`src/rtl/cpu_step_controller.sv`:
```
// Run/step sequencer for the single-cycle CPU core: divides the 4x board clock
// into CPU cycles and gates the core's clock-enable by run switch, step button and halt.

module cpu_step_debounce #(
  parameter int DEBOUNCE = 16
) (
  input  logic clk,
  input  logic rst,
  input  logic raw_i,
  output logic level_o
);

  localparam int CW = $clog2(DEBOUNCE + 1);
  localparam logic [CW-1:0] CNT_MAX = CW'(DEBOUNCE);

  logic          sync1_q, sync2_q;
  logic          level_q, level_d;
  logic [CW-1:0] cnt_q, cnt_d;
  logic [CW-1:0] cnt_inc;

  assign cnt_inc = cnt_q + CW'(1);

  // NOTE: a stale cnt_d or level_d would infer a latch, so both get a default first.
  always_comb begin
    cnt_d   = '0;
    level_d = level_q;
    if (sync2_q != level_q) begin
      if (cnt_inc == CNT_MAX) begin
        level_d = sync2_q;
      end else begin
        cnt_d = cnt_inc;
      end
    end
  end

  // NOTE: rst is sampled on the clock edge like any other input; all state uses non-blocking updates.
  always_ff @(posedge clk) begin
    if (rst) begin
      sync1_q <= 1'b1;
      sync2_q <= 1'b1;
      level_q <= 1'b1;
      cnt_q   <= '0;
    end else begin
      sync1_q <= raw_i;
      sync2_q <= sync1_q;
      level_q <= level_d;
      cnt_q   <= cnt_d;
    end
  end

  assign level_o = level_q;

endmodule

module cpu_step_controller #(
  parameter int DIV      = 4,
  parameter int DEBOUNCE = 16,
  parameter int CNT_W    = 32
) (
  input  logic                    clk,
  input  logic                    rst,
  input  logic                    ch_n,
  input  logic                    cp_n,
  input  logic                    halt_req,
  output logic                    cpu_ce,
  output logic [$clog2(DIV)-1:0]  phase,
  output logic [1:0]              state,
  output logic                    running,
  output logic [CNT_W-1:0]        cycle_count
);

  localparam int PW = $clog2(DIV);
  localparam logic [PW-1:0] PHASE_LAST = PW'(DIV - 1);

  typedef enum logic [1:0] {
    ST_HOLD    = 2'd0,
    ST_RUN     = 2'd1,
    ST_STEP    = 2'd2,
    ST_STOPPED = 2'd3
  } state_e;

  state_e            state_q, state_d;
  logic [PW-1:0]     phase_q, phase_d;
  logic              running_q;
  logic [CNT_W-1:0]  count_q, count_d;
  logic              cp_prev_q;
  logic              ch_db, cp_db;
  logic              boundary;
  logic              step_evt;
  logic              ce;

  cpu_step_debounce #(.DEBOUNCE(DEBOUNCE)) u_ch_db (
    .clk     (clk),
    .rst     (rst),
    .raw_i   (ch_n),
    .level_o (ch_db)
  );

  cpu_step_debounce #(.DEBOUNCE(DEBOUNCE)) u_cp_db (
    .clk     (clk),
    .rst     (rst),
    .raw_i   (cp_n),
    .level_o (cp_db)
  );

  assign boundary = (phase_q == PHASE_LAST);
  assign step_evt = cp_prev_q & ~cp_db;
  // Suppressed during the reset tick so an abandoned cycle never reaches the core.
  assign ce       = ~rst & boundary & ((state_q == ST_RUN) || (state_q == ST_STEP));

  assign phase_d = boundary ? '0 : phase_q + PW'(1);
  assign count_d = (ce && (count_q != '1)) ? count_q + CNT_W'(1) : count_q;

  always_comb begin
    state_d = state_q;
    unique case (state_q)
      ST_HOLD: begin
        if (!ch_db) begin
          state_d = ST_RUN;
        end else if (step_evt) begin
          state_d = ST_STEP;
        end
      end
      ST_RUN: begin
        // The cycle in progress always completes; decisions wait for the boundary.
        if (boundary) begin
          if (halt_req) begin
            state_d = ST_STOPPED;
          end else if (ch_db) begin
            state_d = ST_HOLD;
          end
        end
      end
      ST_STEP: begin
        if (boundary) begin
          state_d = halt_req ? ST_STOPPED : ST_HOLD;
        end
      end
      ST_STOPPED: begin
        if (ch_db) begin
          state_d = ST_HOLD;
        end
      end
      default: state_d = ST_HOLD;
    endcase
  end

  always_ff @(posedge clk) begin
    if (rst) begin
      state_q   <= ST_HOLD;
      phase_q   <= '0;
      running_q <= 1'b0;
      count_q   <= '0;
      cp_prev_q <= 1'b1;
    end else begin
      state_q   <= state_d;
      phase_q   <= phase_d;
      running_q <= (state_d == ST_RUN);
      count_q   <= count_d;
      cp_prev_q <= cp_db;
    end
  end

  assign cpu_ce      = ce;
  assign phase       = phase_q;
  assign state       = state_q;
  assign running     = running_q;
  assign cycle_count = count_q;

endmodule

```
`config.mk`:
```
export PLATFORM = sky130hd
export DESIGN_NAME = cpu_step_controller
export DESIGN_NICKNAME = d
export VERILOG_FILES = /design/src/rtl/cpu_step_controller.sv
export SDC_FILE = /design/constraint.sdc
export NUM_CORES = 1
export LEC_CHECK = 0
export BUFFER_PORTS_ARGS = -buffer_cell sky130_fd_sc_hd__buf_2
export CAP_MARGIN = 10
export CELL_PAD_IN_SITES_DETAIL_PLACEMENT = 0
export CELL_PAD_IN_SITES_GLOBAL_PLACEMENT = 1
export CORE_MARGIN = 1
export CORE_UTILIZATION = 38
export DETAILED_ROUTE_END_ITERATION = 8
export PLACE_DENSITY = 0.79
export SLEW_MARGIN = 0
export SYNTH_ARGS = -nofsm -noshare
export SYNTH_HDL_FRONTEND = slang
export SYNTH_HIERARCHICAL = 1
export SYNTH_SLANG_ARGS = --single-unit
```
`constraint.sdc`:
```
create_clock -name clk -period 2.14 [get_ports clk]
set_input_delay 0.428 -clock clk [delete_from_list [all_inputs] [get_ports clk]]
set_output_delay 0.428 -clock clk [all_outputs]
set_load 0.1 [all_outputs]
```
Word level (Yosys, flattened, before mapping)
Cells that the tools add are included.
Widths: inputs -> output; s select.
{"block": "totals", "reg_bits": 54, "elab_cells": 50}
{"block": "op_classes", "n_addsub": 4, "n_eq_ne": 10, "n_mux": 8, "bitwise": 7, "n_reduce_logical": 8}
{"cell": "$add 32x1->32 const B", "count": 1}
{"cell": "$ne 32x32->1 const B", "count": 1}
{"cell": "$mux 2", "count": 7}
{"cell": "$add 5x1->5 const B", "count": 2}
{"cell": "$eq 5x5->1 const B", "count": 2}
{"cell": "$pmux 2 s4", "count": 1}
{"cell": "$eq 2x2->1 const B", "count": 3}
{"cell": "$reduce_or 3->1", "count": 2}
{"cell": "$eq 2x1->1 const B", "count": 2}
{"cell": "$not 1->1", "count": 4}
{"cell": "$reduce_and 2->1", "count": 2}
{"cell": "$and 1x1->1", "count": 3}
{"cell": "$add 2x1->2 const B", "count": 1}
{"cell": "$logic_not 2->1", "count": 1}
{"cell": "$ne 1x1->1", "count": 2}
{"cell": "$reduce_or 2->1", "count": 1}
{"cell": "$logic_and 1x1->1", "count": 1}
{"cell": "$logic_or 1x1->1", "count": 1}

Depth between registers and ports, before layout
Gate-level depths: netlist of run 1.
{"block": "logic_depth", "depth_word": 6, "depth_mapped": 8}

By module
Netlist of run 1, hierarchy kept.
{"mod": "cpu_step_controller", "instances": 1, "cells_per_inst": 227, "area_each_um2": 1968.1, "seq_area_each_um2": 760.7}
{"mod": "cpu_step_debounce", "instances": 2, "cells_per_inst": 41, "area_each_um2": 376.6, "seq_area_each_um2": 160.2}

Worst setup path after synthesis of run 1
OpenSTA, ideal clock, no wires.
{"block": "synth_path", "path_kind": "reg2reg", "from": "reg state_q[1], in the netlist state[1]", "to": "reg count_q[26], in the netlist cycle_count[26]", "setup_ns": 0.121, "arrival_time_ns": 3.245, "t_required_ns": 2.019, "path_slack_ns": -1.226, "path_stages_with_launch": 8, "path_buffers": 0, "period_less_slack_ns": 3.366, "path_cell_list": "dfxtp_1 > inv_1 > ha_1 > nand3b_2 > inv_1 > o31ai_4 > nor4_1 > mux2_2"}
{"block": "synth_via", "elab_chain_cells": 4}
{"element": "from (decl)", "line_no": "82", "rtl": "state_e state_q, state_d;"}
{"element": "from (signal assigned)", "line_no": "156", "rtl": "state_q <= state_d;"}
{"element": "$eq 2x1->1 or $eq 2x2->1 (tied branches)", "line_no": "109", "rtl": "assign ce = ~rst & boundary & ((state_q == ST_RUN) || (state_q == ST_STEP));"}
{"element": "$logic_or 1x1->1 (*)", "line_no": "109"}
{"element": "$and 1x1->1 (*)", "line_no": "109"}
{"element": "named net cpu_ce", "line_no": "65", "rtl": "output logic cpu_ce,"}
{"element": "$logic_and 1x1->1 (*)", "line_no": "112", "rtl": "assign count_d = (ce && (count_q != '1)) ? count_q + CNT_W'(1) : count_q;"}
{"element": "to (signal assigned)", "line_no": "159", "rtl": "count_q <= count_d;"}
{"element": "to (decl)", "line_no": "85", "rtl": "logic [CNT_W-1:0] count_q, count_d;"}
Mark *: on every way through the listed nets, which the timed path passes. The rest lies on a longest branch.
A chain may end at the register's enable or synchronous reset.

Worst setup path after layout of run 1
{"block": "layout_path", "from": "reg count_q[1], in the netlist cycle_count[1]", "to": "reg count_q[4], in the netlist cycle_count[4]"}
{"block": "layout_via", "elab_chain_cells": 2}
{"element": "branches (longest 2 deep; another with $add 32x1->32)"}
Parallel ways; which one is timed is not known.

==> results of run 1 <==
registers in the layout (all words and copies together), names as in the netlist:
signal           flops
cp_prev_q            1
u_ch_db/level_o      1
running              1
u_ch_db/sync1_q      1
u_cp_db/cnt_q        5
phase                2
u_ch_db/sync2_q      1
state                2
u_cp_db/sync2_q      1
u_cp_db/level_o      1
u_ch_db/cnt_q        5
cycle_count         32
u_cp_db/sync1_q      1
worst paths after layout:
path	start	to	slack [ns]	depth (start not counted)
setup / recovery	cycle_count[1]$_SDFFE_PP0P_	cycle_count[4]$_SDFFE_PP0P_	0.07	8
hold / removal	cp_n	u_cp_db/sync1_q$_SDFF_PP1_	0.32	2
setup reg to reg	cycle_count[1]$_SDFFE_PP0P_	cycle_count[4]$_SDFFE_PP0P_	0.07	8
hold reg to reg	u_cp_db/sync1_q$_SDFF_PP1_	u_cp_db/sync2_q$_SDFF_PP1_	0.42	1
per-stage QoR:
step | setup TNS, ns | std cells | util
after floorplan | -1.41 | 309 | -
after global placement | 0 | 463 | 0.493
after detailed placement | 0 | 463 | 0.493
after CTS | 0 | 471 | 0.506
after global routing | -0.0258 | 476 | 0.513
final | 0 | 476 | 0.513
routing by layer:
layer,wire (um),global-route usage,up-vias,part of all wire
met1,2960,0.218,1126,0.50
met3,161,0.0314,7,0.027
met4,62,0.0455,0,0.010
li1,-,-,1253,-
met2,2790,0.271,30,0.47
met5,0,0,-,0
logic make-up (layout without fill, tap and decap cells):
family | count (synthesis) | in the layout | synth area share
adders and majority gates | 10 | 10 | 0.0460
buffers and inverters | 23 | 93 | 0.0386
AOI/OAI and AO/OA | 61 | 62 | 0.155
xor gates and xnor gates | 14 | 14 | 0.0451
DFF | 54 | 54 | 0.397
muxes | 10 | 10 | 0.0382
and+or+nand+nor | 137 | 137 | 0.280
worst register-to-register path: stages, from the launching register on:
cell and delay [ns]:
sky130_fd_sc_hd__dfxtp_4 0.37, sky130_fd_sc_hd__ha_4 0.13, sky130_fd_sc_hd__nand4_1 0.12, sky130_fd_sc_hd__or4_4 0.45
sky130_fd_sc_hd__buf_12 0.17, sky130_fd_sc_hd__o31ai_4 0.26, sky130_fd_sc_hd__clkbuf_4 0.26, sky130_fd_sc_hd__or3_1 0.12
sky130_fd_sc_hd__a21oi_1 0.05
layout make-up:
| class | instances | area [um^2] |
|---|---|---|
| Inverter | 14 | 61.3 |
| Clock inverter | 2 | 10.0 |
| Clock buffer | 6 | 72.6 |
| Tap cell | 96 | 120 |
| Multi-Input combinational cell | 233 | 1600 |
| Timing Repair Buffer | 71 | 472 |
| Sequential cell | 54 | 1190 |
| Fill cell | 660 | 3340 |
power by group:
part           leakage [nW]  switching (W)  internal [W]
registers             0.462      0.0000110      0.000992
clock network        0.0450       0.000325      0.000228
logic                 0.896       0.000109     0.0000463
synth_stat cells, drive strengths merged, types with 2 or more instances:
cell type   n  share of area
o21ai      17          0.031
a21oi      26          0.048
buf         4          0.012
nand3b      2         0.0069
nor4        6          0.014
and3        5          0.011
nand4       7          0.016
inv        14          0.019
nor3        4         0.0092
a2111oi     2          0.011
and2        3         0.0069
ha         10          0.046
mux2        3          0.012
xnor2       9          0.029
o22a        2         0.0064
nor3b       3          0.012
dfxtp      54           0.40
or4         7          0.019
and4b       2         0.0074
xor2        5          0.016
clkbuf      5         0.0069
and4        3         0.0097
nand2b      4         0.0092
nand3      17          0.031
nor2       27          0.037
mux2i       7          0.026
nand2      20          0.028
or3        15          0.034
o31ai       6          0.027
nor2b       6          0.014
or2         6          0.014
placed cells by master, fill, tap and decap left out, types with 7 or more instances in the layout:
master and count:
sky130_fd_sc_hd__o21ai_0 13, sky130_fd_sc_hd__dfxtp_4 24, sky130_fd_sc_hd__buf_4 25, sky130_fd_sc_hd__inv_1 11
sky130_fd_sc_hd__buf_2 41, sky130_fd_sc_hd__xnor2_1 9, sky130_fd_sc_hd__dfxtp_1 18, sky130_fd_sc_hd__ha_1 7
sky130_fd_sc_hd__a21oi_1 26, sky130_fd_sc_hd__mux2i_1 7, sky130_fd_sc_hd__nand2_1 20, sky130_fd_sc_hd__or3_1 15
sky130_fd_sc_hd__nand3_1 17, sky130_fd_sc_hd__dfxtp_2 12, sky130_fd_sc_hd__nand4_1 7, sky130_fd_sc_hd__nor2_1 27
repair_timing:
action,4_1_cts,5_1_grt
resized for setup,1,3
buffers inserted,0,3
endpoints found under the setup margin,1,9
gates cloned,0,2
pin swaps,0,1
==> impl_results.md, run 1 <==
* Half-perimeter wire length after detailed placement at 4240 um
* First-pass GRT wire length at 9890 um
* Worst setup EP type: flop
* Final setup fails at 0
* Placed standard-cell area at 3390 um^2
* Final critical-path share of the clock period at 0.968
* Floorplan die width at 86.6 um
* Layout-stage area growth over the synthesis result at 29.6%
* CP peak stage delay at 0.45 ns
* Kind of cell adding the most delay to the critical path: simple AND/OR/NAND/NOR gates
* Post-Route WL at 5980 um
* Inserted Diodes at 0
* Slew margin rel. at 0.661
* Placer congestion estimate at 0.777
* Initial Utilization at 0.396
* Clock insertion delay at the later pin of the skew report at 0.31 ns
* Syn Area/Cell at 8.81 um^2
* Post-route DRC at 0
* Root buffer cell: sky130_fd_sc_hd__clkbuf_8
* Pre-antenna DRT Iters at 5
* Number of max-slew violations in the final report at 0
* Cell at the slowest stage of the critical path: sky130_fd_sc_hd__or4_4
* Core Footprint at 6870 um^2
* Outcome: finished clean
* Net count of the mapped netlist at 324
* Highest attainable clock frequency at 0.483 GHz
* Class of the worst hold path: in2reg
* Antenna violations before repair at 0
* Class of the most critical setup path: reg2reg
* Clk sink count at 54
* Post-layout total power at 0.00171 W
* Post-DR wirelength/cell at 12.6 um
* Leading register cell type out of synthesis: sky130_fd_sc_hd__dfxtp_1
* Worst hold slack at 0.318 ns
* Unrepaired setup endpoints after global routing: true
* Worst-margin pin slew at 0.508 ns
* Syn Inst Count at 309
* Fraction of the yosys area taken by sequential cells at 0.397
* IR Drop Worst-Case VDD at 0.193 mV
* Vias per Instance at 5.08
* Post-synth EDFFs at 0
* Final instance area at 3530 um^2
* Leak at 1.40 nW
* Largest driver fanout on the critical path at 11
* Number of warning messages in the yosys log at 6
* Number of library cell types mapped by synthesis at 46
* Top-level I/O count at 43
* Maximum number of buffers from clock root to sink at 2
* Port Buffers at 42
* Post-synthesis async set-or-reset flop share at 0
* Total die area at 7500 um^2
* TritonCTS clock tree: built
* Crit path required time at 2.32 ns
* Iter 0 DRT Violations at 68
* Clock transition at path regs at 0.09 ns
* Cell Pwr Density at 485 nW/um^2
* Overall track demand over capacity in global routing at 0.164
* Max Clock Skew at 0.00708 ns
* Number of flip-flops and latches in the synthesized netlist at 54
* Post-synthesis instance area at 2720 um^2
* Worst EP arrival at 2.25 ns
* Startpoint type of the worst setup path: flop
* Minimum clock period after layout at 2.07 ns
* Fraction of layout cells with a size suffix above 1 at 0.371
* Total global routing overflow at 0
* Count of max-cap constraint violations at 0
* CTS hold repair buffers at 0
* Core Rows at 30
* Routed via count at 2416
* Worst slack at placement at 0.0180 ns
* Die height at 86.6 um
* Post-route antenna net violation count at 0
* Sequence of cells on the critical path: ha_4 > nand4_1 > or4_4 > buf_12 > o31ai_4 > clkbuf_4 > or3_1 > a21oi_1
* Final worst slack at 0.0691 ns
* Via count of the first global-routing pass at 2172
* Final net count at 394
* Number of buffers created by CTS at 5
* Final hold vios at 0
* CTS H-tree lvls at 2
* Maximum number of pins on one net before global-route repair at 51
* Buffering stage count on the worst path with inverters included at 2
No activity file was read; power rests on OpenSTA's default activity.
==> run 2: changes to the inputs <==
--- a/config.mk
+++ b/config.mk
@@ -13,6 +13,7 @@
 export CORE_UTILIZATION = 38
 export DETAILED_ROUTE_END_ITERATION = 8
 export PLACE_DENSITY = 0.79
+export SETUP_SLACK_MARGIN = 0.15
 export SLEW_MARGIN = 0
 export SYNTH_ARGS = -nofsm -noshare
 export SYNTH_HDL_FRONTEND = slang
==> constraint.sdc (replaced) <==
create_clock -name clk -period 1.9 [get_ports clk]
set_input_delay 0.38 -clock clk [delete_from_list [all_inputs] [get_ports clk]]
set_output_delay 0.38 -clock clk [all_outputs]
set_load 0.1 [all_outputs]
==> run 2 against run 1 <==
Compared with the run above:
- the run now ends with setup timing left
- design area grew 10%
- clock skew is 0.0020 ns higher
- sequential share of layout area down 3.1 points
- non-clock buffer count increased by 27
- global-route usage grew 1.5 points
- combinational power rose by 17%
- sequential cell count stayed put
- clock power is 34% higher
- first-iteration DRC count is 38% higher
- largest power group unchanged
==> impl_results.md, run 2 (same netlist as run 1, synthesis figures left out) <==
* Outcome: complete, but fails checks (was finished clean)
* Violations in the final reports: setup timing
* Number of buffers created by CTS at 5 (unchanged)
* Class of the worst hold path: in2reg (unchanged)
* Total die area at 7500 um^2 (unchanged)
* Minimum clock period after layout at 2.11 ns (was 2.07 ns)
* Final worst slack at -0.214 ns (was 0.0691 ns)
* Routed via count at 2555 (was 2416)
* Crit path required time at 2.07 ns (was 2.32 ns)
* Via count of the first global-routing pass at 2346 (was 2172)
* Total global routing overflow at 0 (unchanged)
* Vias per Instance at 5.09 (was 5.08)
* Most common library cell in the layout ignoring fill and taps: sky130_fd_sc_hd__buf_4 (was sky130_fd_sc_hd__buf_2)
* Core Footprint at 6870 um^2 (unchanged)
* Final hold vios at 0 (unchanged)
* Overall track demand over capacity in global routing at 0.179 (was 0.164)
* Commonest non-fill, non-tap cells in the layout: sky130_fd_sc_hd__buf_4 (45), sky130_fd_sc_hd__buf_2 (41), sky130_fd_sc_hd__nor2_1 (27) (was sky130_fd_sc_hd__buf_2 (41), sky130_fd_sc_hd__nor2_1 (27), sky130_fd_sc_hd__a21oi_1 (26))
* Layout-stage area growth over the synthesis result at 42.9% (was 29.6%)
* Count of max-cap constraint violations at 0 (unchanged)
* Placer congestion estimate at 0.787 (was 0.777)
* Top-level I/O count at 43 (unchanged)
* Clock insertion delay at the later pin of the skew report at 0.31 ns (about the same)
* Worst EP arrival at 2.28 ns (was 2.25 ns)
* Die height at 86.6 um (unchanged)
* Root buffer cell: sky130_fd_sc_hd__clkbuf_8 (unchanged)
* Leak at 1.57 nW (was 1.40 nW)
* Post-route DRC at 0 (unchanged)
* Half-perimeter wire length after detailed placement at 4520 um (was 4240 um)
* Core Rows at 30 (unchanged)
* Startpoint type of the worst setup path: flop (unchanged)
* Largest driver fanout on the critical path at 6 (was 11)
* Worst setup EP type: flop (unchanged)
* Maximum number of pins on one net before global-route repair at 51 (unchanged)
* Post-DR wirelength/cell at 13.1 um (was 12.6 um)
* Max Clock Skew at 0.00912 ns (was 0.00708 ns)
* Final setup fails at 29 (was 0)
* First-pass GRT wire length at 10800 um (was 9890 um)
* Worst hold slack at 0.257 ns (was 0.318 ns)
* Worst slack at placement at -0.173 ns (was 0.0180 ns)
* Unrepaired setup endpoints after global routing: true (unchanged)
* Port Buffers at 42 (unchanged)
* Cell Pwr Density at 528 nW/um^2 (was 485 nW/um^2)
* Fin util at 0.566 (was 0.513)
* IR Drop Worst-Case VDD at 0.347 mV (was 0.193 mV)
* Worst-margin pin slew at 0.512 ns (was 0.508 ns)
* Max FFs per register at 32 (unchanged)
* Maximum number of buffers from clock root to sink at 2 (unchanged)
* Initial Utilization at 0.396 (unchanged)
* Floorplan die width at 86.6 um (unchanged)
* CTS H-tree lvls at 2 (unchanged)
* Inserted Diodes at 0 (unchanged)
* Fraction of layout cells with a size suffix above 1 at 0.433 (was 0.371)
* Highest attainable clock frequency at 0.473 GHz (was 0.483 GHz)
* Clock transition at path regs at 0.10 ns (was 0.09 ns)
* Final-layout setup total negative slack at -2.79 ns (was 0 ns)
* TritonCTS clock tree: built (unchanged)
* Iter 0 DRT Violations at 94 (was 68)
* Post-Route WL at 6580 um (was 5980 um)
* Final net count at 420 (was 394)
* Slew margin rel. at 0.658 (was 0.661)
* Final critical-path share of the clock period at 1.11 (was 0.968)
* Post-route antenna net violation count at 0 (unchanged)
* Antenna violations before repair at 0 (unchanged)
* Clk sink count at 54 (unchanged)
* Pre-antenna DRT Iters at 4 (was 5)
* Class of the most critical setup path: reg2reg (unchanged)
* Number of max-slew violations in the final report at 0 (unchanged)
run 2: changes by cell type in the layout (fill, tap and decap cells not counted), sizes merged:
cell    previous run  this run
clkbuf             7         8
buf               70        98
clkinv             2         0
o31ai              7         6
run 2: per-layer routing:
metal | global-route usage | vias to the layer above | wire length (um)
met5 | 0 | - | 0
met2 | 0.318 | 28 | 3250
met1 | 0.225 | 1215 | 3120
met3 | 0.0305 | 5 | 160
met4 | 0.0409 | 0 | 50
li1 | - | 1307 | -
run 2: cell type report:
cell class | instances | area, um^2
multi-input combinational | 232 | 1700
inverter | 14 | 61.3
timing repair buffer | 98 | 712
clock buffer | 8 | 111
fill | 615 | 2980
sequential | 54 | 1190
tap | 96 | 120
run 2: metrics by stage:
stage                     std cells  total power, W  instance area (um^2)
after floorplan                 309         0.00129                  2890
after detailed placement        483         0.00134                  3540
after CTS                       499         0.00208                  3810
after global routing            502         0.00214                  3890
after global placement          483         0.00133                  3540
final                           502         0.00205                  3890
run 2: path summary, 6_finish.rpt:
kind	to	cells past startpoint	start	slack, ns
worst min register to register	phase[0]$_SDFF_PP0_	1	phase[0]$_SDFF_PP0_	0.43
worst max-delay path	cycle_count[19]$_SDFFE_PP0P_	8	cycle_count[15]$_SDFFE_PP0P_	-0.21
worst min-delay path	u_ch_db/sync1_q$_SDFF_PP1_	2	ch_n	0.26
worst max register to register	cycle_count[19]$_SDFFE_PP0P_	8	cycle_count[15]$_SDFFE_PP0P_	-0.21
run 2: report_power, final:
| part | leakage (nW) | total, W | switching, W | internal, W |
|---|---|---|---|---|
| sequential | 0.462 | 0.00113 | 0.0000104 | 0.00112 |
| combinational | 1.06 | 0.000182 | 0.000126 | 0.0000552 |
| clock | 0.0566 | 0.000743 | 0.000366 | 0.000377 |
run 2: what timing repair did:
action	4_1_cts	5_1_grt
buffers inserted	8	3
resized for setup	21	10
endpoints found under the setup margin	33	33
pin swaps	20	15
hold buffers	0	0
cloned	0	0
run 2: worst max-delay path: stages (launching register included):
cell,delay (ns)
sky130_fd_sc_hd__dfxtp_4,0.35
sky130_fd_sc_hd__nand4_1,0.14
sky130_fd_sc_hd__or4_4,0.57
sky130_fd_sc_hd__buf_8,0.16
sky130_fd_sc_hd__buf_12,0.13
sky130_fd_sc_hd__o311ai_4,0.32
sky130_fd_sc_hd__buf_6,0.16
sky130_fd_sc_hd__or3_1,0.09
sky130_fd_sc_hd__a21oi_1,0.06
